### src/rtl/display_bank_ctrl_pkg.sv
// display_pkg: shared types and helpers for display bank controllers.
package display_pkg;
  typedef enum logic {IDLE, CLEAR} state_t;
  typedef struct packed {
    logic        hit;
    logic [31:0] ch;
  } dec_t;
  localparam logic [31:0] DEF_CLEAR_ADDR = 32'h1800;
  function automatic logic [63:0] fmt_word(input logic [63:0] v);
    return (v << 8) | 64'd1;
  endfunction
  function automatic dec_t ch_decode(input logic [31:0] addr, input logic [31:0] base,
                                     input int stride, input int num);
    dec_t r;
    logic [31:0] off;
    off = addr - base;
    r.ch = off / 32'(stride);
    r.hit = (off % 32'(stride)) == 32'd0 && r.ch < 32'(num);
    return r;
  endfunction
endpackage

### src/rtl/display_bank_ctrl_rr_dirty_arbiter.sv
// rr_dirty_arbiter: first set bit of dirty_i at or after rr_ptr_i, with wrap.
module rr_dirty_arbiter #(
  parameter int N = 16,
  parameter int W = (N > 1) ? $clog2(N) : 1
) (
  input  logic [N-1:0] dirty_i,
  input  logic [W-1:0] rr_ptr_i,
  output logic         found_o,
  output logic [W-1:0] idx_o
);
  logic [N-1:0] rot;
  always_comb begin
    rot = N'({dirty_i, dirty_i} >> rr_ptr_i);
    found_o = 1'b0;
    idx_o = '0;
    for (int j = N - 1; j >= 0; j--) begin
      if (rot[j]) begin
        found_o = 1'b1;
        idx_o = W'((int'(rr_ptr_i) + j) % N);
      end
    end
  end
endmodule

### src/rtl/display_bank_ctrl.sv
// display_bank_ctrl: registered display channel bank with broadcast clear sweep
// and round-robin dirty-channel scan-out.
module display_bank_ctrl
  import display_pkg::*;
#(
  parameter int          NUM_CH      = 16,
  parameter int          DATA_W      = 32,
  parameter logic [31:0] BASE_ADDR   = 32'h0,
  parameter int          ADDR_STRIDE = 4,
  parameter logic [31:0] CLEAR_ADDR  = DEF_CLEAR_ADDR,
  localparam int         CH_W        = (NUM_CH > 1) ? $clog2(NUM_CH) : 1
) (
  input  logic                     clk,
  input  logic                     rst,
  input  logic                     wr_en,
  input  logic [31:0]              wr_addr,
  input  logic [DATA_W-1:0]        wr_data,
  output logic                     wr_ready,
  output logic                     busy,
  output logic [NUM_CH*DATA_W-1:0] ch_out,
  output logic [NUM_CH-1:0]        ch_dirty,
  output logic                     scan_valid,
  input  logic                     scan_ready,
  output logic [CH_W-1:0]          scan_ch,
  output logic [DATA_W-1:0]        scan_data
);
  state_t              state_q;
  logic [DATA_W-1:0]   ch_q [NUM_CH];
  logic [NUM_CH-1:0]   dirty_q, dirty_d, set_v, arb_in, cur_oh;
  logic [CH_W-1:0]     idx_q, scan_ch_q, rr_q, pick;
  logic [DATA_W-1:0]   scan_data_q, wval;
  logic                scan_valid_q, stale_q, found, hs, take, clr_go, st_go;
  dec_t                dec;

  assign busy = state_q == CLEAR;
  assign wr_ready = !busy;
  assign dec = ch_decode(wr_addr, BASE_ADDR, ADDR_STRIDE, NUM_CH);
  assign clr_go = wr_en && !busy && wr_addr == CLEAR_ADDR;
  assign st_go = wr_en && !busy && !clr_go && dec.hit;
  assign wval = busy ? '0 : DATA_W'(fmt_word(64'(wr_data)));
  assign hs = scan_valid_q && scan_ready;
  assign take = !scan_valid_q || hs;
  assign cur_oh = NUM_CH'(1) << scan_ch_q;

  // stale_q: the presented snapshot has been overwritten, so its channel must stay dirty
  always_comb begin
    for (int i = 0; i < NUM_CH; i++)
      set_v[i] = (st_go && dec.ch == 32'(i)) || (busy && idx_q == CH_W'(i));
    arb_in = hs ? dirty_q & ~cur_oh : dirty_q;
    dirty_d = ((hs && !stale_q) ? dirty_q & ~cur_oh : dirty_q) | set_v;
  end

  rr_dirty_arbiter #(.N(NUM_CH), .W(CH_W)) u_arb (
    .dirty_i (arb_in),
    .rr_ptr_i(rr_q),
    .found_o (found),
    .idx_o   (pick)
  );

  always_ff @(posedge clk or posedge rst) begin
    if (rst) begin
      for (int i = 0; i < NUM_CH; i++) ch_q[i] <= '0;
      dirty_q <= '0;
      state_q <= IDLE;
      idx_q <= '0;
      scan_valid_q <= 1'b0;
      scan_ch_q <= '0;
      scan_data_q <= '0;
      rr_q <= '0;
      stale_q <= 1'b0;
    end else begin
      for (int i = 0; i < NUM_CH; i++) if (set_v[i]) ch_q[i] <= wval;
      dirty_q <= dirty_d;
      if (clr_go) begin
        state_q <= CLEAR;
        idx_q <= '0;
      end else if (busy) begin
        idx_q <= idx_q + 1'b1;
        if (idx_q == CH_W'(NUM_CH - 1)) state_q <= IDLE;
      end
      if (take) begin
        scan_valid_q <= found;
        stale_q <= found && set_v[pick];
        if (found) begin
          scan_ch_q <= pick;
          scan_data_q <= ch_q[pick];
          rr_q <= (pick == CH_W'(NUM_CH - 1)) ? '0 : pick + 1'b1;
        end
      end else begin
        stale_q <= stale_q || set_v[scan_ch_q];
      end
    end
  end

  for (genvar g = 0; g < NUM_CH; g++) begin : g_out
    assign ch_out[g*DATA_W +: DATA_W] = ch_q[g];
  end
  assign ch_dirty = dirty_q;
  assign scan_valid = scan_valid_q;
  assign scan_ch = scan_ch_q;
  assign scan_data = scan_data_q;
endmodule

### config.mk
export PLATFORM = sky130hd
export DESIGN_NAME = display_bank_ctrl
export DESIGN_NICKNAME = d
export VERILOG_FILES = /design/src/rtl/display_bank_ctrl_pkg.sv /design/src/rtl/display_bank_ctrl_rr_dirty_arbiter.sv /design/src/rtl/display_bank_ctrl.sv
export SDC_FILE = /design/constraint.sdc
export NUM_CORES = 1
export LEC_CHECK = 0
export CAP_MARGIN = 15
export CORE_AREA = 4 4 243 245
export CTS_BUF_LIST = sky130_fd_sc_hd__clkbuf_4 sky130_fd_sc_hd__clkbuf_8
export DETAILED_ROUTE_END_ITERATION = 6
export DIE_AREA = 0 0 247 249
export PLACE_DENSITY = 0.68
export SYNTH_ARGS = -nofsm -noshare
export SYNTH_HDL_FRONTEND = slang
export SYNTH_SLANG_ARGS = --single-unit
### constraint.sdc
create_clock -name clk -period 45.5 [get_ports clk]
set_input_delay 6.825 -clock clk [delete_from_list [all_inputs] [get_ports clk]]
set_output_delay 6.825 -clock clk [all_outputs]
set_load 0.01 [all_outputs]
==> impl_metrics.json <==
{
  "drt_wl_total_um": 101700,
  "mostFrequentLayoutCell": "nand2_1",
  "post-route-period-util_pct": 27.85,
  "yosys.cell_types.count": 77,
  "finClkSkew_ps": 46.87,
  "critical_path.startpoint": "scan_ready",
  "grt_overflow": 0,
  "clock_network_latency_to_the_later_pin_of_the_worst_skew_pair_ps": 680,
  "synth.mux.area_fraction_pct": 5.769,
  "max_freq_ghz": 0.07892,
  "cts_buffers": 79,
  "drt_drc_violations_left": 0,
  "timing.hold.worst_path_depth": 2,
  "synth_async_sr_flop_share_pct": 100.0,
  "floorplan.rows": 88,
  "place_area_um2": 28830,
  "finalWorstPathRequiredPeriod_ps": 12670,
  "place_congestion": 0.9302,
  "run_status": "finished, final reports clean",
  "synth_area_per_cell_um2": 8.725,
  "synth-compound-area-share_pct": 20.93,
  "depth_of_the_worst_register_to_register_path": 14,
  "floorplan.die_area_um2": 61500,
  "via_count": 22620,
  "worst_path_most_repeated_cell": "mux2i_1",
  "drt-wirelength-per-cell_um": 25.82,
  "areaGrowthSynthToFinish_pct": 29.70,
  "comb_power_share_pct": 48.6,
  "chipHeight_um": 249,
  "width_of_the_chip_um": 247,
  "slew_headroom_pct": 19.36,
  "clock_power_share_pct": 24.7,
  "clockBufferDepth": 3,
  "floorplan.core_area_um2": 57140,
  "clkTransAtPathRegs_ps": 60,
  "synthXorXnorAreaFrac_pct": 0.1858,
  "post_synth_instance_area_um2": 23580,
  "globalRouteTotalUtil_pct": 32.27,
  "post_cts.repair.setup_buffers": 0,
  "leakage_nw": 12.66,
  "initial_core_util_pct": 41.26,
  "grt_pass1_vias": 21780,
  "synth-seq-cells": 456,
  "postSynthCellCount": 2702,
  "synth_largest_area_cell": "dfrtp_1",
  "signal_arrival_time_at_the_worst_endpoint_ps": 13240,
  "synth_top_flop_cell": "dfrtp_1",
  "report.final.hold_viol_count": 0,
  "tns_ps": 0,
  "crit_chain": "clkdlybuf4s50_1 > nand4bb_1 > o21ai_1 > mux4_2 > mux2i_1 > mux2i_1 > or4b_1 > o311a_1 > a211oi_1 > or2_4 > buf_12 > a21oi_1 > a32oi_1 > a22oi_1 > a31oi_1",
  "clk_root_buffer_cell": "clkbuf_8",
  "detailed_placement_wirelength_estimate_um": 72440,
  "most_frequent_cells_in_the_layout": "783 x nand2_1, 507 x clkdlybuf4s50_1, 455 x dfrtp_1",
  "cts.htree.levels": 3,
  "finalMaxSlewViolations": 0,
  "timing.critical_path.slowest_cell_delay_ps": 720,
  "critPathLaunchType": "primary input",
  "clock-sinks": 456,
  "synth-seq-area-share_pct": 48.40,
  "power.switching_uw": 784.0,
  "final_nets": 3191,
  "worst_setup_path_end_kind": "flop",
  "setup_violators_final": 0,
  "port_buffers": 507,
  "cp_max_fo": 150,
  "sequential_cell_fraction_of_total_power_pct": 26.7,
  "synthAdderAreaFrac_pct": 0.6369,
  "internal_power_uw": 869.6,
  "vdd_drop_max_mv": 0.07755,
  "avgViaCountPerCell": 5.742,
  "layout-drive-gt1-share_pct": 8.580,
  "critical_path_required_ps": 46070,
  "worst-slew-pin-transition_ps": 1210,
  "synth.area.top_cells": "dfrtp_1 48%, nand2_1 12%, o21ai_0 9.0%",
  "dr_iter_0_viols": 2333,
  "synth_enable_flop_cells": 0,
  "yosysWarningCount": 0,
  "post_cts_resized": 0,
  "post-route-cell-area_um2": 30580,
  "postCtsHoldBufs": 0,
  "max_cap_violations": 0,
  "synthSimpleGateAreaFrac_pct": 16.24,
  "r2r-start": "scan_ch[0]",
  "synth.top_cell.area_share_pct": 48.40,
  "grt_antenna_before_repair": 3,
  "maximum_number_of_pins_on_one_net_before_global_route_repair": 151,
  "power.density_nw_per_um2": 54.08,
  "hold_start": "ch_out[30]",
  "timing.critical_path.slowest_stage_cell": "or2_4",
  "total_iterations_of_the_first_detailed_routing_run": 6,
  "timing.setup.critical_path_class": "primary input to flop",
  "min_path_type": "flop to flop",
  "ant_nets": 0,
  "switch_share_pct": 47.41,
  "rsz0062_at_grt": "no",
  "dominant_combinational_cell_family_by_area_after_synthesis": "compound AO/OA/AOI/OAI gates",
  "ios": 635,
  "cts_tree": "yes",
  "grt_pass1_wl_um": 148600
}
==> cells in the mapped netlist, drive strengths merged (3+ instances only) <==
cell     count
o221ai       3
o311a        3
nand2b      12
or4          6
clkbuf     180
nor2        56
a22oi       51
inv         20
mux2        31
nor3b        4
o211ai       8
o22ai        5
a32oi      101
and3         4
ha          12
and2         3
or3          7
a21o        10
nand2      783
a21oi      130
nor4         8
nand4       10
a31oi       34
a221o        3
buf        158
xor2         3
a211oi       6
a21boi       9
or2          6
dfrtp      456
o21ai      441
nand3       14
nor3        18
a31o         3
mux4        29
o2111ai      3
mux2i       35
==> power by group through the flow <==
stage          combinational [mW]  clock (mW)  sequential, mW
2_1_floorplan               0.495           0           0.448
3_3_place_gp                0.775           0           0.447
3_5_place_dp                0.780           0           0.448
4_1_cts                     0.782       0.414           0.441
5_1_grt                     0.845       0.433           0.443
6_report                    0.803       0.409           0.441
==> cell type report <==
| class | count | area (um^2) |
|---|---|---|
| diodes | 4 | 10.01 |
| inverters | 21 | 86.33 |
| clock buffers | 123 | 1593 |
| clock inverters | 17 | 140.1 |
| multi-input cells | 2005 | 10980 |
| fillers | 5197 | 26570 |
| flip-flops and latches | 456 | 11410 |
| well taps | 765 | 957.2 |
| repair buffers | 548 | 5395 |
==> cells by family (layout without fill, tap and decap cells) <==
group           count (synthesis)  count (layout)
other cells                     1             123
xor+xnor                        5               5
compound gates                829             829
mux                            95              95
simple gates                  945             945
buf+inv                       359             709
flops                         456             456
fa+ha+maj                      12              12
==> worst paths after layout <==
path	endpoint	slack (ps)
max	scan_data[8]	32830
min reg2reg	ch_out[30]	500
min	ch_out[30]	500
max reg2reg	scan_data[8]	38720
min in group asynchronous	ch_out[500]	6690
max in group asynchronous	ch_out[23]	36330
==> worst max-delay path, delay by kind of cell <==
family,cells,cell delay (ps)
AO/OA/AOI/OAI,7,2060
AND/OR/NAND/NOR,3,1550
multiplexers,3,1440
buffers and inverters,2,1160
==> flip-flops by register name, indices dropped and copies added, names as in the netlist <==
signal	flops
rr_q	4
idx_q	4
scan_data	25
stale_q	1
scan_valid	1
ch_dirty	16
busy	1
scan_ch	4
ch_out	400
==> metrics by stage <==
stage	util (%)	setup WS (ps)	cells	total power, mW	hold WS, ps
global placement	50.46	32250	3795	1.222	486.8
floorplan	-	25960	2820	0.9432	525.9
detailed placement	50.46	32290	3795	1.227	492.3
finish	53.51	32830	3939	1.654	499.7
global route	53.50	32600	3938	1.720	527.5
CTS	53.49	32990	3935	1.638	504.7
==> metal layers <==
| layer | vias up | GRT usage (%) | routed length [um] |
|---|---|---|---|
| li1 | 10050 | - | - |
| met1 | 11150 | 41.53 | 39300 |
| met2 | 1184 | 49.29 | 45840 |
| met3 | 236 | 10.12 | 10880 |
| met4 | 0 | 15.89 | 5687 |
| met5 | - | 0 | 0 |
No activity file was read; power rests on OpenSTA's default activity.
